<file path="src/rtl/clint_bus_arbiter.sv">
// Two-master AXI4-Lite arbiter in front of the CLINT slave: one whole transaction at a time,
// round-robin grant, and a response watchdog that answers SLVERR when the slave stalls.
module clint_bus_arbiter #(
  parameter int unsigned TIMEOUT = 255
) (
  input  logic        clk,
  input  logic        rstn,
  // master 0
  input  logic [31:0] i_s0_axi_araddr,
  input  logic        i_s0_axi_arvalid,
  output logic        o_s0_axi_arready,
  output logic [31:0] o_s0_axi_rdata,
  output logic [1:0]  o_s0_axi_rresp,
  output logic        o_s0_axi_rvalid,
  input  logic        i_s0_axi_rready,
  input  logic [31:0] i_s0_axi_awaddr,
  input  logic        i_s0_axi_awvalid,
  output logic        o_s0_axi_awready,
  input  logic [31:0] i_s0_axi_wdata,
  input  logic [3:0]  i_s0_axi_wstrb,
  input  logic        i_s0_axi_wvalid,
  output logic        o_s0_axi_wready,
  output logic [1:0]  o_s0_axi_bresp,
  output logic        o_s0_axi_bvalid,
  input  logic        i_s0_axi_bready,
  // master 1
  input  logic [31:0] i_s1_axi_araddr,
  input  logic        i_s1_axi_arvalid,
  output logic        o_s1_axi_arready,
  output logic [31:0] o_s1_axi_rdata,
  output logic [1:0]  o_s1_axi_rresp,
  output logic        o_s1_axi_rvalid,
  input  logic        i_s1_axi_rready,
  input  logic [31:0] i_s1_axi_awaddr,
  input  logic        i_s1_axi_awvalid,
  output logic        o_s1_axi_awready,
  input  logic [31:0] i_s1_axi_wdata,
  input  logic [3:0]  i_s1_axi_wstrb,
  input  logic        i_s1_axi_wvalid,
  output logic        o_s1_axi_wready,
  output logic [1:0]  o_s1_axi_bresp,
  output logic        o_s1_axi_bvalid,
  input  logic        i_s1_axi_bready,
  // downstream CLINT slave
  output logic [31:0] o_m_axi_araddr,
  output logic        o_m_axi_arvalid,
  input  logic        i_m_axi_arready,
  input  logic [31:0] i_m_axi_rdata,
  input  logic [1:0]  i_m_axi_rresp,
  input  logic        i_m_axi_rvalid,
  output logic        o_m_axi_rready,
  output logic [31:0] o_m_axi_awaddr,
  output logic        o_m_axi_awvalid,
  input  logic        i_m_axi_awready,
  output logic [31:0] o_m_axi_wdata,
  output logic [3:0]  o_m_axi_wstrb,
  output logic        o_m_axi_wvalid,
  input  logic        i_m_axi_wready,
  input  logic [1:0]  i_m_axi_bresp,
  input  logic        i_m_axi_bvalid,
  output logic        o_m_axi_bready
);

  typedef enum logic [2:0] {
    StIdle, StRAddr, StRWait, StRResp, StWAddr, StBWait, StBResp
  } state_e;

  localparam logic [7:0] TmoLim     = 8'(TIMEOUT);
  localparam logic [1:0] RespSlvErr = 2'b10;

  state_e r_state, w_state_nxt;

  logic             r_gnt, w_gnt_nxt;
  logic             r_rr_last, w_rr_last_nxt;
  logic [7:0]       r_cnt, w_cnt_nxt;
  logic [31:0]      r_m_araddr, w_m_araddr_nxt;
  logic             r_m_arvalid, w_m_arvalid_nxt;
  logic             r_m_rready, w_m_rready_nxt;
  logic [31:0]      r_m_awaddr, w_m_awaddr_nxt;
  logic             r_m_awvalid, w_m_awvalid_nxt;
  logic [31:0]      r_m_wdata, w_m_wdata_nxt;
  logic [3:0]       r_m_wstrb, w_m_wstrb_nxt;
  logic             r_m_wvalid, w_m_wvalid_nxt;
  logic             r_m_bready, w_m_bready_nxt;
  logic [1:0]       r_s_arready, w_s_arready_nxt;
  logic [1:0][31:0] r_s_rdata, w_s_rdata_nxt;
  logic [1:0][1:0]  r_s_rresp, w_s_rresp_nxt;
  logic [1:0]       r_s_rvalid, w_s_rvalid_nxt;
  logic [1:0]       r_s_awready, w_s_awready_nxt;
  logic [1:0]       r_s_wready, w_s_wready_nxt;
  logic [1:0][1:0]  r_s_bresp, w_s_bresp_nxt;
  logic [1:0]       r_s_bvalid, w_s_bvalid_nxt;

  logic [1:0][31:0] w_araddr, w_awaddr, w_wdata;
  logic [1:0][3:0]  w_wstrb;
  logic [1:0]       w_rd, w_wr, w_req, w_rready, w_bready;
  logic             w_win, w_win_rd, w_tmo, w_aw_done, w_w_done;
  logic [7:0]       w_cnt_inc;

  assign w_araddr = {i_s1_axi_araddr, i_s0_axi_araddr};
  assign w_awaddr = {i_s1_axi_awaddr, i_s0_axi_awaddr};
  assign w_wdata  = {i_s1_axi_wdata, i_s0_axi_wdata};
  assign w_wstrb  = {i_s1_axi_wstrb, i_s0_axi_wstrb};
  assign w_rready = {i_s1_axi_rready, i_s0_axi_rready};
  assign w_bready = {i_s1_axi_bready, i_s0_axi_bready};
  assign w_rd     = {i_s1_axi_arvalid, i_s0_axi_arvalid};
  assign w_wr     = {i_s1_axi_awvalid & i_s1_axi_wvalid, i_s0_axi_awvalid & i_s0_axi_wvalid};
  assign w_req    = w_rd | w_wr;

  // On a tie the master that did not win last time gets the bus.
  assign w_win     = (&w_req) ? ~r_rr_last : w_req[1];
  assign w_win_rd  = w_rd[w_win];
  assign w_cnt_inc = r_cnt + 8'd1;
  assign w_tmo     = (w_cnt_inc == TmoLim);
  assign w_aw_done = !r_m_awvalid || i_m_axi_awready;
  assign w_w_done  = !r_m_wvalid || i_m_axi_wready;

  always_ff @(posedge clk) begin
    if (!rstn) r_state <= StIdle;
    else       r_state <= w_state_nxt;
  end

  always_comb begin
    w_state_nxt = r_state;
    unique case (r_state)
      StIdle:  if (|w_req) w_state_nxt = w_win_rd ? StRAddr : StWAddr;
      StRAddr: if (i_m_axi_arready) w_state_nxt = StRWait;
      StRWait: if (i_m_axi_rvalid || w_tmo) w_state_nxt = StRResp;
      StRResp: if (w_rready[r_gnt]) w_state_nxt = StIdle;
      StWAddr: if (w_aw_done && w_w_done) w_state_nxt = StBWait;
      StBWait: if (i_m_axi_bvalid || w_tmo) w_state_nxt = StBResp;
      StBResp: if (w_bready[r_gnt]) w_state_nxt = StIdle;
      default: w_state_nxt = StIdle;
    endcase
  end

  always_comb begin
    w_gnt_nxt       = r_gnt;
    w_rr_last_nxt   = r_rr_last;
    w_cnt_nxt       = r_cnt;
    w_m_araddr_nxt  = r_m_araddr;
    w_m_arvalid_nxt = r_m_arvalid;
    w_m_rready_nxt  = r_m_rready;
    w_m_awaddr_nxt  = r_m_awaddr;
    w_m_awvalid_nxt = r_m_awvalid;
    w_m_wdata_nxt   = r_m_wdata;
    w_m_wstrb_nxt   = r_m_wstrb;
    w_m_wvalid_nxt  = r_m_wvalid;
    w_m_bready_nxt  = r_m_bready;
    w_s_rdata_nxt   = r_s_rdata;
    w_s_rresp_nxt   = r_s_rresp;
    w_s_rvalid_nxt  = r_s_rvalid;
    w_s_bresp_nxt   = r_s_bresp;
    w_s_bvalid_nxt  = r_s_bvalid;
    // Upstream address/data readies are single-cycle pulses.
    w_s_arready_nxt = 2'b00;
    w_s_awready_nxt = 2'b00;
    w_s_wready_nxt  = 2'b00;
    unique case (r_state)
      StIdle: begin
        if (|w_req) begin
          w_gnt_nxt     = w_win;
          w_rr_last_nxt = w_win;
          if (w_win_rd) begin
            w_m_araddr_nxt         = w_araddr[w_win];
            w_m_arvalid_nxt        = 1'b1;
            w_s_arready_nxt[w_win] = 1'b1;
          end else begin
            w_m_awaddr_nxt         = w_awaddr[w_win];
            w_m_wdata_nxt          = w_wdata[w_win];
            w_m_wstrb_nxt          = w_wstrb[w_win];
            w_m_awvalid_nxt        = 1'b1;
            w_m_wvalid_nxt         = 1'b1;
            w_s_awready_nxt[w_win] = 1'b1;
            w_s_wready_nxt[w_win]  = 1'b1;
          end
        end
      end
      StRAddr: begin
        if (i_m_axi_arready) begin
          w_m_arvalid_nxt = 1'b0;
          w_m_rready_nxt  = 1'b1;
          w_cnt_nxt       = 8'd0;
        end
      end
      StRWait: begin
        if (i_m_axi_rvalid) begin
          w_s_rdata_nxt[r_gnt]  = i_m_axi_rdata;
          w_s_rresp_nxt[r_gnt]  = i_m_axi_rresp;
          w_s_rvalid_nxt[r_gnt] = 1'b1;
          w_m_rready_nxt        = 1'b0;
        end else if (w_tmo) begin
          w_s_rdata_nxt[r_gnt]  = 32'd0;
          w_s_rresp_nxt[r_gnt]  = RespSlvErr;
          w_s_rvalid_nxt[r_gnt] = 1'b1;
          w_m_rready_nxt        = 1'b0;
        end else begin
          w_cnt_nxt = w_cnt_inc;
        end
      end
      StRResp: if (w_rready[r_gnt]) w_s_rvalid_nxt[r_gnt] = 1'b0;
      StWAddr: begin
        if (i_m_axi_awready) w_m_awvalid_nxt = 1'b0;
        if (i_m_axi_wready)  w_m_wvalid_nxt  = 1'b0;
        if (w_aw_done && w_w_done) begin
          w_m_bready_nxt = 1'b1;
          w_cnt_nxt      = 8'd0;
        end
      end
      StBWait: begin
        if (i_m_axi_bvalid) begin
          w_s_bresp_nxt[r_gnt]  = i_m_axi_bresp;
          w_s_bvalid_nxt[r_gnt] = 1'b1;
          w_m_bready_nxt        = 1'b0;
        end else if (w_tmo) begin
          w_s_bresp_nxt[r_gnt]  = RespSlvErr;
          w_s_bvalid_nxt[r_gnt] = 1'b1;
          w_m_bready_nxt        = 1'b0;
        end else begin
          w_cnt_nxt = w_cnt_inc;
        end
      end
      StBResp: if (w_bready[r_gnt]) w_s_bvalid_nxt[r_gnt] = 1'b0;
      default: ;
    endcase
  end

  always_ff @(posedge clk) begin
    if (!rstn) begin
      r_gnt       <= 1'b0;
      r_rr_last   <= 1'b1;
      r_cnt       <= 8'd0;
      r_m_araddr  <= '0;
      r_m_arvalid <= 1'b0;
      r_m_rready  <= 1'b0;
      r_m_awaddr  <= '0;
      r_m_awvalid <= 1'b0;
      r_m_wdata   <= '0;
      r_m_wstrb   <= '0;
      r_m_wvalid  <= 1'b0;
      r_m_bready  <= 1'b0;
      r_s_arready <= '0;
      r_s_rdata   <= '0;
      r_s_rresp   <= '0;
      r_s_rvalid  <= '0;
      r_s_awready <= '0;
      r_s_wready  <= '0;
      r_s_bresp   <= '0;
      r_s_bvalid  <= '0;
    end else begin
      r_gnt       <= w_gnt_nxt;
      r_rr_last   <= w_rr_last_nxt;
      r_cnt       <= w_cnt_nxt;
      r_m_araddr  <= w_m_araddr_nxt;
      r_m_arvalid <= w_m_arvalid_nxt;
      r_m_rready  <= w_m_rready_nxt;
      r_m_awaddr  <= w_m_awaddr_nxt;
      r_m_awvalid <= w_m_awvalid_nxt;
      r_m_wdata   <= w_m_wdata_nxt;
      r_m_wstrb   <= w_m_wstrb_nxt;
      r_m_wvalid  <= w_m_wvalid_nxt;
      r_m_bready  <= w_m_bready_nxt;
      r_s_arready <= w_s_arready_nxt;
      r_s_rdata   <= w_s_rdata_nxt;
      r_s_rresp   <= w_s_rresp_nxt;
      r_s_rvalid  <= w_s_rvalid_nxt;
      r_s_awready <= w_s_awready_nxt;
      r_s_wready  <= w_s_wready_nxt;
      r_s_bresp   <= w_s_bresp_nxt;
      r_s_bvalid  <= w_s_bvalid_nxt;
    end
  end

  assign o_s0_axi_arready = r_s_arready[0];
  assign o_s0_axi_rdata   = r_s_rdata[0];
  assign o_s0_axi_rresp   = r_s_rresp[0];
  assign o_s0_axi_rvalid  = r_s_rvalid[0];
  assign o_s0_axi_awready = r_s_awready[0];
  assign o_s0_axi_wready  = r_s_wready[0];
  assign o_s0_axi_bresp   = r_s_bresp[0];
  assign o_s0_axi_bvalid  = r_s_bvalid[0];

  assign o_s1_axi_arready = r_s_arready[1];
  assign o_s1_axi_rdata   = r_s_rdata[1];
  assign o_s1_axi_rresp   = r_s_rresp[1];
  assign o_s1_axi_rvalid  = r_s_rvalid[1];
  assign o_s1_axi_awready = r_s_awready[1];
  assign o_s1_axi_wready  = r_s_wready[1];
  assign o_s1_axi_bresp   = r_s_bresp[1];
  assign o_s1_axi_bvalid  = r_s_bvalid[1];

  assign o_m_axi_araddr   = r_m_araddr;
  assign o_m_axi_arvalid  = r_m_arvalid;
  assign o_m_axi_rready   = r_m_rready;
  assign o_m_axi_awaddr   = r_m_awaddr;
  assign o_m_axi_awvalid  = r_m_awvalid;
  assign o_m_axi_wdata    = r_m_wdata;
  assign o_m_axi_wstrb    = r_m_wstrb;
  assign o_m_axi_wvalid   = r_m_wvalid;
  assign o_m_axi_bready   = r_m_bready;

endmodule
</file>
<file path="config.mk">
export PLATFORM = sky130hd
export DESIGN_NAME = clint_bus_arbiter
export DESIGN_NICKNAME = d
export VERILOG_FILES = /design/src/rtl/clint_bus_arbiter.sv
export SDC_FILE = /design/constraint.sdc
export NUM_CORES = 1
export LEC_CHECK = 0
export BUFFER_PORTS_ARGS = -buffer_cell sky130_fd_sc_hd__buf_2
export CAP_MARGIN = 20
export CORE_AREA = 2 2 171 173
export CTS_BUF_LIST = sky130_fd_sc_hd__clkbuf_2
export CTS_CLUSTER_DIAMETER = 60
export DETAILED_ROUTE_END_ITERATION = 7
export DIE_AREA = 0 0 173 175
export SYNTH_ARGS = -nofsm -noshare
export SYNTH_HDL_FRONTEND = slang
export SYNTH_SLANG_ARGS = --single-unit
export TNS_END_PERCENT = 5
</file>
<file path="constraint.sdc">
create_clock -name clk -period 2.2 [get_ports clk]
set_input_delay 0.44 -clock clk [delete_from_list [all_inputs] [get_ports clk]]
set_output_delay 0.44 -clock clk [all_outputs]
set_load 0.05 [all_outputs]
</file>
* Word-level counts from Yosys, hierarchy flattened
Index checks and enable logic that the tools add are counted. W data, S select, Z words.
Word-level totals: register bits after elaboration 198, input bits 253, output and inout bits 187, logic and storage cells 179
Operators by class: add/sub/neg operators 1, order comparisons 4, equality and inequality tests 22, multiplexer cells 72, bitwise gates (word level) 20, reductions and logical operators 37
Operators by type and width (count):
- $mux W32 | 7
- $mux W64 | 2
- $and A64 B64 Y64 | 1
- $bwmux W64 | 1
- $not A64 Y64 | 1
- $mux W8 | 5
- $demux W32 S1 | 1
- $pmux W8 S4 | 1
- $ne A2 B2 Y1 const B | 13
- $mux W3 | 8
- $mux W4 | 6
- $mux W1 | 21
- $pmux W3 S7 | 1
- $reduce_and A3 Y1 | 6
- $reduce_and A4 Y1 | 4
- $reduce_bool A2 Y1 | 8
- $mux W2 | 7
- $or A2 B2 Y2 | 5
- $pmux W1 S2 | 5
- $eq A3 B3 Y1 const B | 3
- $add A8 B1 Y8 const B | 1
- $and A2 B2 Y2 | 4
- $bwmux W4 | 2
- $eq A8 B8 Y1 const B | 1
- 21 further kinds | 42

* Longest topological paths before layout
Gate-level depths: netlist (run 1).
word-level depth 9, gate-level depth with buffers 8

* Worst setup path after synthesis (run 1)
No wires, ideal clock.
kind reg-to-reg, start point reg r_state[0], end point reg r_s_rdata, in the netlist o_s1_axi_rdata[0], setup time 0.117 ns, arrival time 1.703 ns, path slack 0.381 ns, stages on the path, launching flop included 8, buffers on the path 2, clock period less this slack 1.819 ns, cell sequence dfxtp_1 -> clkbuf_1 -> or3b_4 -> nor4_4 -> a22o_4 -> a21oi_4 -> buf_6 -> a22o_1
On the way: longest elaborated chain between the ends 2
Ends and longest elaborated chain:
- start: declaration | line 71 | state_e r_state, w_state_nxt;
- start signal: assignment | line 119 | if (!rstn) r_state <= StIdle;
- start signal: assignment | line 120 | else r_state <= w_state_nxt;
- $eq A3 B2 Y1 | line 159 | unique case (r_state)
- $reduce_and A2 Y1 (no line)
- end signal: assignment | line 264 | r_s_rdata <= w_s_rdata_nxt;
- end: declaration | line 86 | logic [1:0][31:0] r_s_rdata, w_s_rdata_nxt;
No other way between the ends. A chain may end at the register's enable or synchronous reset.

* Worst setup path in the final report (run 1)
start point reg r_cnt[0], end point reg r_s_rdata, in the netlist o_s0_axi_rdata[5]
On the way: longest elaborated chain between the ends 4
Ends and longest elaborated chain:
- start: declaration | line 75 | logic [7:0] r_cnt, w_cnt_nxt;
- start signal: assignment | line 253 | r_cnt <= w_cnt_nxt;
- $add A8 B1 Y8 | line 113 | assign w_cnt_inc = r_cnt + 8'd1;
- $eq A8 B8 Y1 | line 114 | assign w_tmo = (w_cnt_inc == TmoLim);
- $reduce_bool A2 Y1 (no line)
- $reduce_and A2 Y1 (no line)
No other way between the ends.

==> impl_metrics.ini, run 1 <==
[logic_synthesis]
synth-seq-area-share = 0.503
synth-edff-count = 0
syn_inst = 916
synth_nets = 1171
yosys.area.top_type_share = 0.503
synth-seq-cells = 198
syn_avg_cell_area_um2 = 8.60
syn_area_um2 = 7880
async_flop_share = 0
synth_cell_type_count = 60
yosys.area.top_type = dfxtp_1
synthFlopType = dfxtp_1
ys_top_cells_by_area = dfxtp_1 (50%), nand2_1 (10%), a31oi_1 (8.1%)
ys.warnings.count = 0

[setup_path]
worstPathRequired_ps = 2920
rrSetupSlack_ps = -7
arrival_ps = 2920
start_kind = flip-flop
timing.critical_path.cells = ha_2, xnor2_2, nor4_4, a22o_4, o21ai_4, a22o_1
crit_family = compound AO/OA/AOI/OAI gates
reg2reg_depth = 6
r2r_end = o_s0_axi_rdata[5]
cpMaxStageDelayCell = o21ai_4
path_depth = 6
critPathKind = flip-flop to flip-flop
slowest_delay_ps = 730
r2r-start = r_cnt[0]
end_kind = flip-flop
worst-path-buf-inv = 0
path_max_fanout = 33

[clock_network]
cts_tree = built
numCtsBuffers = 17
clock-root-buffer = clkbuf_2
cts.sinks = 198
h-tree-depth = 4
path_clk_slew_ps = 320
clockBufferDepth = 2
insertion_delay_ps = 760

[run]
maxCapViolations = 0

[run_status]
status = finished with violations
violations = setup timing

[route]
vias_per_cell = 5.02
wl_per_cell_um = 17.6
wl_met1_um = 14200
drtIter0Drc = 587
dr_wl_met3_um = 2610
top_layer = met4
firstDrtPassIters = 5
finalWirelength_um = 34700
dr_wl_met2_um = 16400
num_vias = 9930
drcViolationCount = 0
ant_nets = 0

[global_route]
grt_overflow = 0
track_usage = 0.216
grt_pass1_wl_um = 52700
grt_pass1_vias = 9855
grt_max_degree = 112
antenna_found_initial = 2

[layout]
area_delta_synth_final_pct = 69.7
drive_gt1_frac = 0.337
final_util = 0.471
fin_nets = 1834
num-fill-cells = 2627

[sta]
fin_crit_ps = 2210
hold_violations = 0
setup_viol = 3
drv_slew = 0
clock_skew_ps = 54.0
worst_pin_slew_ps = 937
slew_headroom = 0.373
rsz0062_at_grt = yes
setup_ws_ps = -6.88
max_freq_ghz = 0.453
finalCritPeriodShare = 1.00

[worst_hold_path]
min_path_type = input port to flip-flop
min_to = o_s1_axi_bresp[1]
min_from = i_m_axi_bvalid
hold_path_depth = 3

[die]
die_h_um = 175
coreArea_um2 = 28400
die_w_um = 173
io_pins = 440
start_util = 0.277
dieArea_um2 = 30300
rows = 62

[power]
leakage_uw = 0.00629
powerDensity_nw_per_um2 = 980
power.total_uw = 13100
peakVddDrop_uv = 523

[placement]
gp_congestion = 0.843
dpl.hpwl_um = 22200
port_buffers = 439
placed cells by master (no fill, tap or decap), types with 3 or more instances in the layout:
cell type,Yosys,final
dfxtp_2,0,3
nor3b_1,3,3
buf_12,0,10
clkinv_4,0,3
a31oi_1,102,102
inv_8,0,6
dlygate4sd3_1,0,245
o22ai_1,3,3
and3_1,5,5
nand3_1,6,5
nor2_1,21,19
inv_1,6,6
buf_2,26,438
a22o_1,66,66
nor3_1,11,9
buf_4,2,29
o21ai_0,110,110
or3_1,4,4
a211oi_1,3,3
nand2b_1,3,3
dfxtp_1,198,195
o211a_1,3,3
clkbuf_2,0,17
a21oi_1,18,18
nand2_1,220,219
cells in the mapped netlist, types with 3 or more instances:
cell / count
buf_6: 7
a22o_1: 66
a21oi_1: 18
o22ai_1: 3
clkbuf_1: 45
buf_2: 26
nor2_1: 21
dfxtp_1: 198
and2_1: 3
a31oi_1: 102
nand3_1: 6
o21ai_0: 110
nand2b_1: 3
nand2_1: 220
nor3_1: 11
nor3b_1: 3
and3_1: 5
or3_1: 4
xnor2_1: 3
inv_1: 6
a211oi_1: 3
o211a_1: 3
report_power, final:
part	switching, µW	internal, µW	leakage, µW	total [µW]
logic	4640	1900	0.00454	6540
registers	410	4310	0.00162	4720
clock network	1470	376	0.000142	1850
logic make-up (layout without fill, tap and decap cells):
| kind of cell | after synthesis | count (layout) | synth area share |
|---|---|---|---|
| adders and majority gates | 2 | 2 | 0.00318 |
| muxes | 2 | 2 | 0.00254 |
| and+or+nand+nor | 290 | 290 | 0.157 |
| DFF | 198 | 198 | 0.503 |
| AOI/OAI and AO/OA | 332 | 333 | 0.276 |
| buffers and inverters | 88 | 763 | 0.0537 |
| xor gates and xnor gates | 4 | 4 | 0.00445 |
| other | 0 | 2 | 0 |
worst reg2reg max path, cell delays in order, from the launching register on:
cell     delay (ps)
dfxtp_2         400
ha_2            210
xnor2_2         230
nor4_4           80
a22o_4          280
o21ai_4         730
a22o_1          290
timing repair:
action                                 4_1_cts  5_1_grt
setup endpoints to repair                   66      144
endpoints found under the hold margin      183        0
gates resized for setup                      4        9
pin swaps                                    3       10
buffers inserted                             0        0
gates cloned                                 0        1
hold buffers                               245        0
worst max-delay path by stage:
| stage | start | endpoint |
|---|---|---|
| 2_1_floorplan | r_state[0] | o_s1_axi_rdata[0] |
| 3_3_place_gp | r_cnt[0] | o_s1_axi_rdata[3] |
| 3_5_place_dp | r_cnt[0] | o_s1_axi_rdata[13] |
| 4_1_cts | r_cnt[0] | o_s1_axi_rdata[14] |
| 5_1_grt | r_cnt[0] | o_s0_axi_rdata[20] |
| 6_report | r_cnt[0] | o_s0_axi_rdata[5] |
flip-flops by register name (all words and copies together), names as in the netlist, 2 cells and up, named ones only:
register	flops
o_m_axi_araddr	32
o_m_axi_awaddr	32
o_m_axi_wdata	32
o_s0_axi_rdata	32
o_s1_axi_rdata	32
r_cnt	8
o_m_axi_wstrb	4
r_state	3
o_s0_axi_bresp	2
o_s0_axi_rresp	2
o_s1_axi_bresp	2
o_s1_axi_rresp	2
r_s_arready	2
r_s_wready	2
layout make-up:
cell class,count,area [µm²],share of cell area
repair buffers,724,5080,0.380
flip-flops and latches,198,3970,0.297
multi-input cells,631,3560,0.267
well taps,384,480,0.0359
clock inverters,15,155,0.0116
clock buffers,17,85.1,0.00636
inverters,7,26.3,0.00197
diodes,2,5.00,0.000374
routing by layer:
layer  GRT usage  vias to the layer above
li1            -                     4617
met1       0.262                     4632
met2       0.361                      593
met3      0.0455                       88
met4       0.112                        0
met5           0                        -
metrics by stage:
stage               std cells  cell area [µm²]  setup slack (ps)  setup TNS, ps  hold slack (ps)
detailed placement       1698            10600              -106          -5880              449
global placement         1698            10600             -49.4          -2700              448
finish                   1978            13400             -6.88          -13.1              132
CTS                      1975            13300             -8.37          -22.2             3.49
floorplan                 916             7880               381              0              458
global route             1978            13400             -75.4           -886             13.6
Note: power is estimated with default switching activity, not from simulation.
==> inputs of run 2 (changes only) <==
==> constraint.sdc (replaced) <==
create_clock -name clk -period 2.5 [get_ports clk]
set_input_delay 0.5 -clock clk [delete_from_list [all_inputs] [get_ports clk]]
set_output_delay 0.5 -clock clk [all_outputs]
set_load 0.05 [all_outputs]
==> impl_metrics.ini, run 2 (synthesized netlist as in run 1, its figures left out) <==
[clock_network]
clock-root-buffer = clkbuf_2
path_clk_slew_ps = 350
post-cts-setup-buffers = 0
numCtsBuffers = 17
cts.sinks = 198
clockBufferDepth = 2
h-tree-depth = 4
cts_tree = built
insertion_delay_ps = 780

[sta]
clock_skew_ps = 49.5
finalCritPeriodShare = 0.922
hold_ws_ps = 189
slew_headroom = 0.410
fin_crit_ps = 2310
max_freq_ghz = 0.434
setup_viol = 0
fin_setup_tns_ps = 0
drv_slew = 0
worst_pin_slew_ps = 882
rsz0062_at_grt = no
hold_violations = 0
setup_ws_ps = 195

[layout]
layout_common_cells = buf_2 (438), dlygate4sd3_1 (245), nand2_1 (219), dfxtp_1 (198), o21ai_0 (110)
fin_nets = 1815
num-fill-cells = 2671
area_delta_synth_final_pct = 66.9
finalNonFillerCells = 1958
drive_gt1_frac = 0.322
layout_commonest_cell = buf_2

[setup_path]
rrSetupSlack_ps = 190
worstPathRequired_ps = 3230
r2r_end = o_s0_axi_rdata[4]
path_max_fanout = 33
reg2reg_depth = 6
critPathKind = flip-flop to flip-flop
arrival_ps = 3030
r2r-start = r_cnt[0]
end_kind = flip-flop
start_kind = flip-flop

[global_route]
grtUsageMet3 = 0.0548
grt_overflow = 0
global_route.usage.met1 = 0.266
grt_pass1_vias = 9483
grt_max_degree = 102
antenna_found_initial = 1
global_route.usage.met2 = 0.350
grt.busiest_layer = met2
grt_pass1_wl_um = 52300
track_usage = 0.216

[placement]
dp_cells = 1679
port_buffers = 439
dp_slack_ps = 163
gp_congestion = 0.818
dpl.hpwl_um = 21600

[die]
rows = 62
die_h_um = 175
start_util = 0.277
coreArea_um2 = 28400
die_w_um = 173
dieArea_um2 = 30300
io_pins = 440

[worst_hold_path]
min_from = i_m_axi_bvalid
min_to = o_s0_axi_bresp[1]
min_path_type = input port to flip-flop
hold_path_depth = 4

[route]
num_vias = 9781
wl_per_cell_um = 17.5
drtIter0Drc = 613
drcViolationCount = 0
finalWirelength_um = 34200
ant_nets = 0
firstDrtPassIters = 5
vias_per_cell = 5.00

[run]
maxCapViolations = 0

[power]
leakage_uw = 0.00619
peakVddDrop_uv = 392
powerDensity_nw_per_um2 = 873
power.total_uw = 11500

[run_status]
status = finished, final reports clean
## run 2: changes by cell type in the layout (fill, tap and decap cells not counted), moves of 2 or more
cell | previous run | this run
buf_4 | 29 | 17
buf_12 | 10 | 5
dfxtp_1 | 195 | 198
dfxtp_2 | 3 | 0
inv_6 | 1 | 4
buf_6 | 2 | 0
clkinv_4 | 3 | 1
ha_1 | 0 | 2
ha_2 | 2 | 0
inv_8 | 6 | 4
nor3_1 | 9 | 11
nor3_2 | 2 | 0
## run 2: worst max-delay path, cell delays in order, from the launching register on
cell and delay [ps]:
dfxtp_1 440, ha_1 270, xnor2_2 230, nor4_4 80
a22o_4 280, o21ai_4 690, a22o_1 240
## run 2: stage by stage
stage	util	instance area [µm²]
floorplan	-	7880
global placement	0.367	10400
detailed placement	0.367	10400
CTS	0.462	13100
global route	0.463	13100
finish	0.463	13100
## run 2: cell type report
type | count | area [µm²] | area share
flip-flops and latches | 198 | 3960 | 0.302
inverters | 7 | 26.3 | 0.00200
repair buffers | 705 | 4870 | 0.371
diodes | 1 | 2.50 | 0.000190
well taps | 384 | 480 | 0.0366
clock buffers | 17 | 85.1 | 0.00647
clock inverters | 15 | 179 | 0.0136
multi-input cells | 631 | 3530 | 0.269
## run 2: worst max path at each step
| stage | cells past startpoint | start | to |
|---|---|---|---|
| 2_1_floorplan | 7 | r_state[0] | o_s1_axi_rdata[0] |
| 5_1_grt | 6 | r_cnt[0] | o_s0_axi_rdata[6] |
| 3_3_place_gp | 6 | r_cnt[0] | o_s1_axi_rdata[3] |
| 4_1_cts | 6 | r_cnt[0] | o_s1_axi_rdata[25] |
| 3_5_place_dp | 6 | r_cnt[0] | o_s1_axi_rdata[9] |
| 6_report | 6 | r_cnt[0] | o_s0_axi_rdata[4] |
## run 2: repair_timing
item,in CTS,in global routing
gates resized for setup,0,1
hold buffers,245,0
endpoints found under the hold margin,179,0
setup endpoints to repair,0,66
## run 2: report_power, final
group	switching, µW	internal, µW	leakage (µW)	total [µW]
Combinational	4060	1560	0.00442	5610
Clock	1310	432	0.000154	1740
Sequential	337	3790	0.00162	4120
Total	5700	5770	0.00619	11500
## run 2: metal layers
| metal | vias to the layer above | routed length, µm | part of all wire |
|---|---|---|---|
| met5 | - | 0 | 0 |
| met1 | 4564 | 13800 | 0.40 |
| met4 | 0 | 1530 | 0.045 |
| met2 | 554 | 15900 | 0.46 |
| met3 | 80 | 3040 | 0.089 |
| li1 | 4583 | - | - |
==> inputs of run 3 (changes only) <==
--- a/config.mk
+++ b/config.mk
@@ -12,6 +12,8 @@
 export CTS_CLUSTER_DIAMETER = 60
 export DETAILED_ROUTE_END_ITERATION = 7
 export DIE_AREA = 0 0 173 175
+export RECOVER_POWER = 25
+export SKIP_LAST_GASP = 1
 export SYNTH_ARGS = -nofsm -noshare
 export SYNTH_HDL_FRONTEND = slang
 export SYNTH_SLANG_ARGS = --single-unit
==> impl_metrics.ini, run 3 (synthesized netlist as in run 1, its figures left out) <==
[placement]
placed_area_um2 = 10400
dp_cells = 1679
gp_congestion = 0.818
port_buffers = 439
dpl.hpwl_um = 21600
dp_slack_ps = 163

[layout]
design_area_um2 = 13100
num-fill-cells = 2673
layout_commonest_cell = buf_2
layout_common_cells = buf_2 (438), dlygate4sd3_1 (245), nand2_1 (219), dfxtp_1 (198), o21ai_0 (111)
final_util = 0.462
finalNonFillerCells = 1958
multiInputGateArea_um2 = 3520
drive_gt1_frac = 0.320
fin_nets = 1815
area_delta_synth_final_pct = 66.7
register_area_um2 = 3960

[setup_path]
r2r_end = o_m_axi_araddr[6]
critPathKind = flip-flop to flip-flop
end_kind = flip-flop
r2r-start = r_state[2]
crit_path_end = o_m_axi_araddr[6]
crit_start = r_state[2]
arrival_ps = 3190
reg2reg_depth = 6
start_kind = flip-flop
rrSetupSlack_ps = 40
worstPathRequired_ps = 3230
path_max_fanout = 10

[route]
ant_nets = 0
finalWirelength_um = 34200
num_vias = 9784
firstDrtPassIters = 5
wl_per_cell_um = 17.5
vias_per_cell = 5.00
drtIter0Drc = 604
drcViolationCount = 0

[sta]
fin_crit_ps = 2460
hold_violations = 0
max_freq_ghz = 0.407
drv_slew = 0
clock_skew_ps = 50.6
slew_headroom = 0.408
finalCritPeriodShare = 0.983
rsz0062_at_grt = yes
worst_pin_slew_ps = 885
setup_viol = 0
setup_ws_ps = 41.7

[global_route]
grtUsageMet3 = 0.0548
global_route.usage.met2 = 0.350
antenna_found_initial = 1
track_usage = 0.216
grt_pass1_wl_um = 52300
global_route.usage.met1 = 0.266
grt_overflow = 0
grt_max_degree = 102
grt_pass1_vias = 9483
grt.busiest_layer = met2

[power]
peakVddDrop_uv = 392
leakage_uw = 0.00619
powerDensity_nw_per_um2 = 873
power.total_uw = 11500

[die]
dieArea_um2 = 30300
die_w_um = 173
coreArea_um2 = 28400
start_util = 0.277
io_pins = 440
die_h_um = 175
rows = 62

[clock_network]
numCtsBuffers = 17
clock-root-buffer = clkbuf_2
cts.sinks = 198
clockBufferDepth = 2
h-tree-depth = 4
path_clk_slew_ps = 350
insertion_delay_ps = 780
cts_tree = built
post_cts_resized = 0

[run]
maxCapViolations = 0

[run_status]
status = finished, final reports clean

[worst_hold_path]
min_path_type = input port to flip-flop
-- run 3: timing repair --
action / in CTS / in global routing
endpoints found under the hold margin: 179 / 0
endpoints found under the setup margin: 0 / 66
buffers inserted: 0 / 0
hold buffers: 245 / 0
-- run 3: worst min path at each step --
stage                     depth (start not counted)                  to               start  slack, ps
after floorplan                                   2            r_cnt[7]            r_cnt[7]        460
after global placement                            1           flip-flop           flip-flop        450
after detailed placement                          1  o_s1_axi_rdata[21]  o_s1_axi_rdata[21]        450
after CTS                                         4   o_s0_axi_bresp[1]      i_m_axi_bvalid         40
after global routing                              4   o_s0_axi_bresp[1]      i_m_axi_bvalid         70
final                                             4   o_s0_axi_bresp[1]      i_m_axi_bvalid        190
-- run 3: power breakdown --
part	total (µW)	internal, µW	switching [µW]
combinational	5610	1550	4060
clock	1730	431	1300
sequential	4130	3790	339
-- run 3: layout make-up --
cell class                      instances  area share
Antenna cell                            1    0.000191
Clock buffer                           17     0.00648
Clock inverter                         15      0.0136
Inverter                                7     0.00200
Multi-Input combinational cell        631       0.268
Sequential cell                       198       0.302
Tap cell                              384      0.0366
Timing Repair Buffer                  705       0.371
-- run 3: worst max-delay path, stage by stage, from the launching register on --
cell	delay [ps]
dfxtp_1	480
buf_4	210
nor3_1	350
and2_0	550
o21ai_0	140
a31oi_1	160
dlygate4sd3_1	560
-- run 3: per-layer routing --
| metal | routed length [µm] | up-vias | share of wire |
|---|---|---|---|
| met2 | 15900 | 549 | 0.47 |
| met5 | 0 | - | 0 |
| met4 | 1490 | 0 | 0.044 |
| li1 | - | 4584 | - |
| met1 | 14000 | 4578 | 0.41 |
| met3 | 2800 | 73 | 0.082 |
-- run 3: metrics by stage --
stage / hold slack [ps] / setup TNS, ps
floorplan: 458 / 0
global placement: 451 / 0
detailed placement: 451 / 0
CTS: 43.8 / 0
global route: 65.9 / -4020
finish: 189 / 0
